$ cat src/rtl/lsu_pkg.sv
// rtl/lsu_pkg.sv - shared funct3 codes, FSM states and error codes for the load/store unit
package lsu_pkg;

  localparam logic [2:0] F3_LB  = 3'd0;
  localparam logic [2:0] F3_LH  = 3'd1;
  localparam logic [2:0] F3_LW  = 3'd2;
  localparam logic [2:0] F3_LBU = 3'd4;
  localparam logic [2:0] F3_LHU = 3'd5;
  localparam logic [2:0] F3_SB  = 3'd0;
  localparam logic [2:0] F3_SH  = 3'd1;
  localparam logic [2:0] F3_SW  = 3'd2;

  localparam logic [1:0] ERR_NONE     = 2'b00;
  localparam logic [1:0] ERR_MISALIGN = 2'b01;
  localparam logic [1:0] ERR_ILLEGAL  = 2'b10;
  localparam logic [1:0] ERR_TIMEOUT  = 2'b11;

  typedef enum logic [1:0] {IDLE, REQ, WAIT} lsu_state_e;

  // Illegal encodings win over misalignment when both apply.
  function automatic logic [1:0] check_access(input logic rd, input logic wr,
                                              input logic [2:0] f3, input logic [1:0] lo);
    logic legal;
    if (rd && wr) return ERR_ILLEGAL;
    if (rd) legal = (f3 == F3_LB) || (f3 == F3_LH) || (f3 == F3_LW) ||
                    (f3 == F3_LBU) || (f3 == F3_LHU);
    else    legal = (f3 <= F3_SW);
    if (!legal) return ERR_ILLEGAL;
    if ((f3[1:0] == 2'd1) && lo[0]) return ERR_MISALIGN;
    if ((f3[1:0] == 2'd2) && (lo != 2'd0)) return ERR_MISALIGN;
    return ERR_NONE;
  endfunction

endpackage

$ cat src/rtl/lsu_dmem_if.sv
// rtl/lsu_dmem_if.sv - single-outstanding request/grant/response data-memory bus
interface lsu_dmem_if;
  logic        dmem_req;
  logic        dmem_we;
  logic [31:0] dmem_addr;
  logic [31:0] dmem_wdata;
  logic [3:0]  dmem_wstrb;
  logic        dmem_gnt;
  logic        dmem_rvalid;
  logic [31:0] dmem_rdata;

  modport master (
    output dmem_req, dmem_we, dmem_addr, dmem_wdata, dmem_wstrb,
    input  dmem_gnt, dmem_rvalid, dmem_rdata
  );

  modport slave (
    input  dmem_req, dmem_we, dmem_addr, dmem_wdata, dmem_wstrb,
    output dmem_gnt, dmem_rvalid, dmem_rdata
  );
endinterface

$ cat src/rtl/lsu_align.sv
// rtl/lsu_align.sv - store lane replication/strobes and load byte extraction/extension
module lsu_align
  import lsu_pkg::*;
(
  input  logic        is_store,
  input  logic [2:0]  st_funct3,
  input  logic [1:0]  st_off,
  input  logic [31:0] st_data,
  input  logic [2:0]  ld_funct3,
  input  logic [1:0]  ld_off,
  input  logic [31:0] rdata,
  output logic [31:0] wdata,
  output logic [3:0]  wstrb,
  output logic [31:0] ld_data
);

  logic [31:0] ld_shift;

  always_comb begin
    wdata    = st_data;
    wstrb    = 4'b0000;
    ld_shift = rdata >> {ld_off, 3'b000};
    ld_data  = ld_shift;

    case (st_funct3)
      F3_SB:   begin wdata = {4{st_data[7:0]}};  wstrb = 4'b0001 << st_off; end
      F3_SH:   begin wdata = {2{st_data[15:0]}}; wstrb = 4'b0011 << st_off; end
      default: wstrb = 4'b1111;
    endcase
    if (!is_store) wstrb = 4'b0000;

    case (ld_funct3)
      F3_LB:   ld_data = {{24{ld_shift[7]}}, ld_shift[7:0]};
      F3_LH:   ld_data = {{16{ld_shift[15]}}, ld_shift[15:0]};
      F3_LBU:  ld_data = {24'd0, ld_shift[7:0]};
      F3_LHU:  ld_data = {16'd0, ld_shift[15:0]};
      default: ld_data = ld_shift;
    endcase
  end

endmodule

$ cat src/rtl/load_store_unit.sv
// rtl/load_store_unit.sv - memory-access stage: bus sequencing, error detection, registered writeback
module load_store_unit
  import lsu_pkg::*;
#(
  parameter int unsigned BUS_TIMEOUT = 255
) (
  input  logic              clk,
  input  logic              rst_n,
  input  logic              ex_valid,
  output logic              ex_ready,
  input  logic              ex_mem_read,
  input  logic              ex_mem_write,
  input  logic [2:0]        ex_funct3,
  input  logic [31:0]       ex_alu_result,
  input  logic [31:0]       ex_store_data,
  input  logic [4:0]        ex_rd,
  input  logic              ex_reg_write,
  lsu_dmem_if.master        dmem,
  output logic              wb_valid,
  output logic [4:0]        wb_rd,
  output logic              wb_reg_write,
  output logic [31:0]       wb_data,
  output logic              lsu_err,
  output logic [1:0]        lsu_err_code,
  output logic [31:0]       lsu_err_addr
);

  localparam logic [7:0] TIMEOUT_LAST = 8'(BUS_TIMEOUT - 1);

  lsu_state_e  state_q, state_d;
  logic [7:0]  cnt_q;
  logic [31:0] addr_q, wdata_q;
  logic [3:0]  wstrb_q;
  logic [2:0]  funct3_q;
  logic [4:0]  rd_q;
  logic        reg_write_q, store_q;

  logic        accept, is_mem, timeout, latch;
  logic [1:0]  chk;
  logic [31:0] al_wdata, al_ld_data;
  logic [3:0]  al_wstrb;

  logic        wb_fire, wb_rw_d, err_d;
  logic [4:0]  wb_rd_d;
  logic [31:0] wb_data_d, eaddr_d;
  logic [1:0]  code_d;

  assign ex_ready = (state_q == IDLE);
  assign accept   = ex_valid && ex_ready;
  assign is_mem   = ex_mem_read || ex_mem_write;
  assign chk      = check_access(ex_mem_read, ex_mem_write, ex_funct3, ex_alu_result[1:0]);
  assign timeout  = (cnt_q == TIMEOUT_LAST);

  lsu_align u_align (
    .is_store  (ex_mem_write),
    .st_funct3 (ex_funct3),
    .st_off    (ex_alu_result[1:0]),
    .st_data   (ex_store_data),
    .ld_funct3 (funct3_q),
    .ld_off    (addr_q[1:0]),
    .rdata     (dmem.dmem_rdata),
    .wdata     (al_wdata),
    .wstrb     (al_wstrb),
    .ld_data   (al_ld_data)
  );

  // Bus outputs are zero outside REQ so a reset or timeout drops them at once.
  assign dmem.dmem_req   = (state_q == REQ);
  assign dmem.dmem_we    = (state_q == REQ) && store_q;
  assign dmem.dmem_addr  = (state_q == REQ) ? {addr_q[31:2], 2'b00} : 32'd0;
  assign dmem.dmem_wdata = (state_q == REQ) ? wdata_q : 32'd0;
  assign dmem.dmem_wstrb = (state_q == REQ) ? wstrb_q : 4'd0;

  always_ff @(posedge clk or negedge rst_n) begin
    if (!rst_n) state_q <= IDLE;
    else        state_q <= state_d;
  end

  always_comb begin
    state_d   = state_q;
    latch     = 1'b0;
    wb_fire   = 1'b0;
    wb_rw_d   = 1'b0;
    wb_rd_d   = rd_q;
    wb_data_d = 32'd0;
    err_d     = 1'b0;
    code_d    = ERR_NONE;
    eaddr_d   = 32'd0;

    case (state_q)
      IDLE: if (accept) begin
        wb_rd_d = ex_rd;
        if (!is_mem) begin
          wb_fire   = 1'b1;
          wb_rw_d   = ex_reg_write;
          wb_data_d = ex_alu_result;
        end else if (chk != ERR_NONE) begin
          wb_fire = 1'b1;
          err_d   = 1'b1;
          code_d  = chk;
          eaddr_d = ex_alu_result;
        end else begin
          latch   = 1'b1;
          state_d = REQ;
        end
      end
      REQ: begin
        // A grant in the last counted cycle still completes the access.
        if (dmem.dmem_gnt) begin
          if (store_q) begin
            wb_fire = 1'b1;
            state_d = IDLE;
          end else begin
            state_d = WAIT;
          end
        end else if (timeout) begin
          wb_fire = 1'b1;
          err_d   = 1'b1;
          code_d  = ERR_TIMEOUT;
          eaddr_d = addr_q;
          state_d = IDLE;
        end
      end
      WAIT: begin
        if (dmem.dmem_rvalid) begin
          wb_fire   = 1'b1;
          wb_rw_d   = reg_write_q;
          wb_data_d = al_ld_data;
          state_d   = IDLE;
        end else if (timeout) begin
          wb_fire = 1'b1;
          err_d   = 1'b1;
          code_d  = ERR_TIMEOUT;
          eaddr_d = addr_q;
          state_d = IDLE;
        end
      end
      default: state_d = IDLE;
    endcase
  end

  always_ff @(posedge clk or negedge rst_n) begin
    if (!rst_n) begin
      cnt_q        <= 8'd0;
      addr_q       <= 32'd0;
      wdata_q      <= 32'd0;
      wstrb_q      <= 4'd0;
      funct3_q     <= 3'd0;
      rd_q         <= 5'd0;
      reg_write_q  <= 1'b0;
      store_q      <= 1'b0;
      wb_valid     <= 1'b0;
      wb_rd        <= 5'd0;
      wb_reg_write <= 1'b0;
      wb_data      <= 32'd0;
      lsu_err      <= 1'b0;
      lsu_err_code <= 2'd0;
      lsu_err_addr <= 32'd0;
    end else begin
      if (latch) begin
        addr_q      <= ex_alu_result;
        wdata_q     <= al_wdata;
        wstrb_q     <= al_wstrb;
        funct3_q    <= ex_funct3;
        rd_q        <= ex_rd;
        reg_write_q <= ex_reg_write;
        store_q     <= ex_mem_write;
        cnt_q       <= 8'd0;
      end else if (state_q != IDLE) begin
        cnt_q <= cnt_q + 8'd1;
      end
      wb_valid     <= wb_fire;
      wb_rd        <= wb_rd_d;
      wb_reg_write <= wb_rw_d;
      wb_data      <= wb_data_d;
      lsu_err      <= err_d;
      lsu_err_code <= code_d;
      lsu_err_addr <= eaddr_d;
    end
  end

endmodule

$ cat src/flat_wrapper.sv
// flat-port wrapper written by rule: the top's interface ports become plain ports
module load_store_unit_flat import lsu_pkg::*;
#(
  parameter int unsigned BUS_TIMEOUT = 255
)
  (clk, rst_n, ex_valid, ex_ready, ex_mem_read, ex_mem_write, ex_funct3, ex_alu_result, ex_store_data, ex_rd, ex_reg_write, wb_valid, wb_rd, wb_reg_write, wb_data, lsu_err, lsu_err_code, lsu_err_addr, dmem_dmem_req, dmem_dmem_we, dmem_dmem_addr, dmem_dmem_wdata, dmem_dmem_wstrb, dmem_dmem_gnt, dmem_dmem_rvalid, dmem_dmem_rdata);
  lsu_dmem_if dmem_i ();
  input  logic clk;
  input  logic rst_n;
  input  logic ex_valid;
  output logic ex_ready;
  input  logic ex_mem_read;
  input  logic ex_mem_write;
  input  logic [2:0] ex_funct3;
  input  logic [31:0] ex_alu_result;
  input  logic [31:0] ex_store_data;
  input  logic [4:0] ex_rd;
  input  logic ex_reg_write;
  output logic wb_valid;
  output logic [4:0] wb_rd;
  output logic wb_reg_write;
  output logic [31:0] wb_data;
  output logic lsu_err;
  output logic [1:0] lsu_err_code;
  output logic [31:0] lsu_err_addr;
  output wire logic [$bits(dmem_i.dmem_req)-1:0] dmem_dmem_req;
  output wire logic [$bits(dmem_i.dmem_we)-1:0] dmem_dmem_we;
  output wire logic [$bits(dmem_i.dmem_addr)-1:0] dmem_dmem_addr;
  output wire logic [$bits(dmem_i.dmem_wdata)-1:0] dmem_dmem_wdata;
  output wire logic [$bits(dmem_i.dmem_wstrb)-1:0] dmem_dmem_wstrb;
  input wire logic [$bits(dmem_i.dmem_gnt)-1:0] dmem_dmem_gnt;
  input wire logic [$bits(dmem_i.dmem_rvalid)-1:0] dmem_dmem_rvalid;
  input wire logic [$bits(dmem_i.dmem_rdata)-1:0] dmem_dmem_rdata;
  assign dmem_dmem_req = dmem_i.dmem_req;
  assign dmem_dmem_we = dmem_i.dmem_we;
  assign dmem_dmem_addr = dmem_i.dmem_addr;
  assign dmem_dmem_wdata = dmem_i.dmem_wdata;
  assign dmem_dmem_wstrb = dmem_i.dmem_wstrb;
  assign dmem_i.dmem_gnt = dmem_dmem_gnt;
  assign dmem_i.dmem_rvalid = dmem_dmem_rvalid;
  assign dmem_i.dmem_rdata = dmem_dmem_rdata;
  load_store_unit #(.BUS_TIMEOUT(BUS_TIMEOUT)) u_core (.clk(clk), .rst_n(rst_n), .ex_valid(ex_valid), .ex_ready(ex_ready), .ex_mem_read(ex_mem_read), .ex_mem_write(ex_mem_write), .ex_funct3(ex_funct3), .ex_alu_result(ex_alu_result), .ex_store_data(ex_store_data), .ex_rd(ex_rd), .ex_reg_write(ex_reg_write), .dmem(dmem_i), .wb_valid(wb_valid), .wb_rd(wb_rd), .wb_reg_write(wb_reg_write), .wb_data(wb_data), .lsu_err(lsu_err), .lsu_err_code(lsu_err_code), .lsu_err_addr(lsu_err_addr));
endmodule
$ cat config.mk
export PLATFORM = sky130hd
export DESIGN_NAME = load_store_unit_flat
export DESIGN_NICKNAME = d
export VERILOG_FILES = /design/src/rtl/lsu_pkg.sv /design/src/rtl/lsu_dmem_if.sv /design/src/rtl/lsu_align.sv /design/src/rtl/load_store_unit.sv /design/src/flat_wrapper.sv
export SDC_FILE = /design/constraint.sdc
export NUM_CORES = 1
export LEC_CHECK = 0
export ABC_AREA = 1
export CAP_MARGIN = 20
export CORE_UTILIZATION = 30
export DETAILED_ROUTE_END_ITERATION = 16
export GPL_ROUTABILITY_DRIVEN = 0
export PLACE_DENSITY_LB_ADDON = 0.1
export SLEW_MARGIN = 10
export SYNTH_ARGS = -nofsm -noshare
export SYNTH_HDL_FRONTEND = slang
export SYNTH_SLANG_ARGS = --single-unit
$ cat constraint.sdc
create_clock -name clk -period 1.8 [get_ports clk]
set_input_delay 0.27 -clock clk [delete_from_list [all_inputs] [get_ports clk]]
set_output_delay 0.27 -clock clk [all_outputs]
set_load 0.1 [all_outputs]
-- After elaboration in Yosys (flattened, before gate mapping)
Index checks and enable logic that the tools add are counted.
- flip-flop bits (word level): 162
- input port bits: 112
- add/subtract/negate cells: 1
- $lt $le $gt $ge: 1
- equal/unequal tests: 15
- shift operators: 3
- mux-type cells: 78
- reduce and logical (&&, ||, !) cells: 18
- operators with widths (cell ; number):
    2-to-1 mux 32 bit ; 11
    one-hot mux 32 bit (2 select lines) ; 2
    one-hot mux 32 bit (4 select lines) ; 1
    one-hot mux 32 bit (3 select lines) ; 1
    2-to-1 mux 2 bit ; 21
    >> shifter 32 x 5 -> 32 bit ; 1
    2-to-1 mux 1 bit ; 30
    2-to-1 mux 8 bit ; 2
    == test 3 bit, second input constant ; 4
    one-hot mux 2 bit (3 select lines) ; 2
    2-to-1 mux 5 bit ; 2
    adder 8 x 1 -> 8 bit, second input constant ; 1
    == test 8 bit, second input constant ; 1
    2-to-1 mux 4 bit ; 2
    one-hot mux 4 bit (2 select lines) ; 1
    nonzero test 2 bit ; 4
    == test 3 x 1 -> 1 bit, second input constant ; 2
    zero test 3 bit ; 2
    != test 2 bit, second input constant ; 3
    one-hot mux 1 bit (3 select lines) ; 2
    logical AND 1 bit ; 5
    logical OR 1 bit ; 5
    == test 2 x 1 -> 1 bit, second input constant ; 2
    == test 2 bit, second input constant ; 2
    7 further kinds ; 7

-- Depth between registers and ports, before layout
- depth after elaboration: 24
- mapped depth: 10

-- Cells and area by module
A second synthesis with hierarchy kept.
- cell total of the unflattened synthesis: 1114
- area total of the unflattened synthesis: 8519.4 µm²
- by module, submodules not included (module ; instances ; cells each ; area an instance (µm²) ; seq. area each (µm²)):
    load_store_unit ; 1 ; 857 ; 7196.9 ; 4053.9
    lsu_align ; 1 ; 257 ; 1322.5 ; 0.0

-- Worst setup path after synthesis
No wires, ideal clock.
- kind: register -> output
- start point: reg u_core.state_q[1]
- end point: out dmem_dmem_addr[21]
- arrival: 2.226 ns
- data required time: 1.530 ns
- slack: -0.696 ns
- stages on the path, launching flop included: 6
- cell sequence: dfrtp_1 > inv_1 > nand2_1 > clkbuf_1 > buf_1 > nor2_1
- cells in the longest elaborated chain, start to end: 2
- RTL lines (what ; line ; source):
    start: declaration ; load_store_unit.sv:30 ; lsu_state_e state_q, state_d;
    start signal: assignment ; load_store_unit.sv:76 ; else state_q <= state_d;
    == test 2 x 1 -> 1 bit ; load_store_unit.sv:70 ; assign dmem.dmem_addr = (state_q == REQ) ? {addr_q[31:2], 2'b00} : 32'd0;
    2-to-1 mux 32 bit ; load_store_unit.sv:70 ;
    end: declaration ; flat_wrapper.sv:28 ; output wire logic [$bits(dmem_i.dmem_addr)-1:0] dmem_dmem_addr;
No other way between the ends.

-- Worst setup path after layout
- start point: reg u_core.state_q[1]
- end point: out dmem_dmem_wdata[21]
- cells in the longest elaborated chain, start to end: 2
- RTL lines (what ; line ; source):
    == test 2 x 1 -> 1 bit ; load_store_unit.sv:71 ; assign dmem.dmem_wdata = (state_q == REQ) ? wdata_q : 32'd0;
    2-to-1 mux 32 bit ; load_store_unit.sv:71 ;
    end: declaration ; flat_wrapper.sv:29 ; output wire logic [$bits(dmem_i.dmem_wdata)-1:0] dmem_dmem_wdata;
No other way between the ends.

==> results.sh <==
export IMPL_synth_area_um2=7840
export IMPL_worst_path_most_repeated_cell="buf_12"
export IMPL_setup_violations=60
export IMPL_io_pin_count=257
export IMPL_leakagePower_nw=6.04
export IMPL_critPathTopFamily="buffers and inverters"
export IMPL_final_util_pct=49.5
export IMPL_avgSynthCellArea_um2=7.56
export IMPL_drive_above_1_share_pct=23.3
export IMPL_crit_fanout=31
export IMPL_grt_remaining_overflow=0
export IMPL_worst_skew_pair_late_latency_ps=420
export IMPL_clk_pin_slew_ps=70
export IMPL_wire_per_inst_um=15.7
export IMPL_cp_data_arrival_time_ps=1590
export IMPL_rsz0062_at_grt="true"
export IMPL_drc_errors=0
export IMPL_h_tree_depth=4
export IMPL_layout_min_cycle_time_ps=1860
export IMPL_cts_made_buffers=17
export IMPL_cts_tree="done"
export IMPL_maxSlewViolCount=0
export IMPL_dp_hpwl_mm=19.7
export IMPL_rows=58
export IMPL_critPathCapture="dmem_dmem_wdata[21]"
export IMPL_irDropWorstVdd_mv=0.613
export IMPL_path_cells="inv_1 > nand2_4 > buf_12 > nor2_2 > buf_12"
export IMPL_rr_startpoint="u_core.cnt_q[0]"
export IMPL_cp_end_kind="primary output"
export IMPL_fmax_mhz=538
export IMPL_viasPerCell=4.54
export IMPL_ys_types=29
export IMPL_synthToLayoutAreaGrowth_pct=60.5
export IMPL_grt_antenna_before_repair=1
export IMPL_post_dp_cell_area_um2=11800
export IMPL_crit_start="u_core.state_q[1]"
export IMPL_num_antenna_cells=0
export IMPL_ys_seq_elements=162
export IMPL_maxCapViolations=0
export IMPL_root_buffer="clkbuf_16"
export IMPL_layout_nets=1420
export IMPL_status="complete, but fails checks"
export IMPL_clock_sinks=162
export IMPL_grt_pass1_wl_mm=40.8
export IMPL_power_density_nw_per_um2=1200
export IMPL_report_final_hold_viol_count=0
export IMPL_cp_slowest_cell="dfrtp_1"
export IMPL_drtPass1Iterations=5
export IMPL_ant_nets=0
export IMPL_cpPeakStageDelay_ps=390
export IMPL_synthCells=1037
export IMPL_crit_cells=5
export IMPL_start_util_pct=30.9
export IMPL_setup_worst_path_class="flop to primary output"
export IMPL_core_um2=25400
export IMPL_violations="negative setup slack"
export IMPL_grt_util_all_layers_pct=20.1
export IMPL_required_ps=1530
export IMPL_portBuffers=254
export IMPL_fin_worst_skew_ps=12.3
export IMPL_die_y_um=164
export IMPL_drt_initial_drc_count=442
export IMPL_die_x_um=164
export IMPL_yosysSeqAreaShare_pct=51.7
export IMPL_stdcell_area_um2=12600
export IMPL_die_area_um2=26800
export IMPL_path_buf_inv=3
export IMPL_hp_class="input pin to asynchronous set/reset pin"
export IMPL_fin_crit_sh_pct=103
export IMPL_place_ws_ps=-116
export IMPL_nFillCells=2484
export IMPL_setup_tns_final_ps=-1650
export IMPL_rrSetupSlack_ps=160
export IMPL_yosysWarnings=0
export IMPL_wl_mm=25.8
export IMPL_critical_path_startpoint_type="flop"
export IMPL_clockBufferDepth=2
export IMPL_grt_pass1_vias=7413
export IMPL_r2r_cells=6
export IMPL_grt_start_max_net_pins=62
export IMPL_setup_slack_ps=-59.3
export IMPL_r2r_end="u_core.lsu_err_addr[0]"
export IMPL_vias=7484
[state kept, by name, summed over array words and instances (netlist names), 3 cells and up]
name	flops
u_core.addr_q	32
u_core.lsu_err_addr	32
u_core.wb_data	32
u_core.wdata_q	32
u_core.cnt_q	8
u_core.rd_q	5
u_core.wb_rd	5
u_core.wstrb_q	4
u_core.funct3_q	3
[where the power goes]
part	internal (W)	switching (W)	leakage, nW
clock network	0.00225	0.00157	0.296
registers	0.00446	0.000284	2.09
logic	0.00195	0.00460	3.65
[final cells by class]
class,count,area [um2],area share [%]
multi-input combinational,708,3430,27.3
clock buffer,19,443,3.52
inverter,108,408,3.24
sequential,162,4050,32.2
timing repair buffer,309,3660,29.1
clock inverter,13,174,1.38
tap,330,413,3.28
[cell families (layout without fill, tap and decap cells)]
family | count (synthesis) | in the layout | share of synthesized area, %
other cells | 1 | 2 | 0.0478
compound gates | 151 | 151 | 9.97
flops | 162 | 162 | 51.7
fa+ha+maj | 2 | 2 | 0.319
xor+xnor | 1 | 1 | 0.112
simple gates | 552 | 552 | 28.6
buf+inv | 168 | 449 | 9.22
[worst min path at each step]
stage	depth (start not counted)	slack, ps	end	from
floorplan	0	-30	u_core.addr_q[0]	rst_n
global placement	1	90	u_core.wb_data[10]	rst_n
detailed placement	1	90	u_core.wb_data[10]	rst_n
CTS	2	210	u_core.wb_data[10]	rst_n
global route	2	210	u_core.wb_data[10]	rst_n
finish	2	220	u_core.wb_data[10]	rst_n
[cells in the final DEF, fill, tap and decap left out, types with 8 or more instances in the layout]
cell type	n
nand2_1	352
dfrtp_1	162
buf_4	111
clkdlybuf4s50_1	110
inv_1	104
nand3_1	99
buf_12	84
o21ai_0	73
o21ai_1	51
nor2_4	39
nor2_2	31
nor2_1	21
clkbuf_16	17
a21oi_1	16
o211ai_1	8
[layer usage]
metal	global-route usage, %	routed length, um	vias up	share of wire (%)
li1	-	-	3783	-
met1	25.7	11100	3444	43
met2	33.6	12400	239	48
met3	4.90	1950	18	7.6
met4	5.47	309	0	1.2
met5	0	0	-	0
[Yosys cell counts]
master,count,area (um2)
inv_1,104,390
inv_2,3,11.3
o211ai_1,8,60.1
ha_1,2,25.0
buf_1,6,22.5
nand2_2,1,6.26
buf_2,11,55.1
buf_4,11,82.6
nand3_1,99,495
nand3_2,3,30.0
and3_1,1,6.26
clkbuf_1,27,101
o21bai_1,2,15.0
o21ai_1,51,255
nor2_4,1,11.3
o22ai_1,1,6.26
o21ai_0,73,365
nand4_1,1,6.26
conb_1,1,3.75
nand3b_1,2,15.0
nor3_1,1,5.00
nor2_2,2,12.5
dfrtp_1,162,4050
nand2_1,353,1330
clkinv_1,1,3.75
a21oi_1,16,80.1
buf_6,5,56.3
nor2_1,88,330
xor2_1,1,8.76
[what timing repair did]
item,in CTS,in global routing
endpoints found under the hold margin,127,0
hold buffers,1,0
cloned,0,0
gates resized for setup,23,6
endpoints found under the setup margin,65,71
setup buffers,0,0
pin swaps,0,1
[worst register-to-register path, stage by stage (launching register included)]
cell,delay (ps)
dfrtp_1,420
inv_1,90
ha_1,140
and3_1,170
nand3_1,230
buf_4,230
o21ai_0,240
[metrics by stage]
| step | instances | hold slack (ps) | power (W) |
|---|---|---|---|
| final | 1649 | 219 | 0.0151 |
| after global routing | 1649 | 215 | 0.0160 |
| after global placement | 1616 | 88.7 | 0.0112 |
| after CTS | 1649 | 206 | 0.0152 |
| after floorplan | 1038 | -25.6 | 0.00913 |
| after detailed placement | 1616 | 86.9 | 0.0112 |
(Power assumes the default switching activity.)
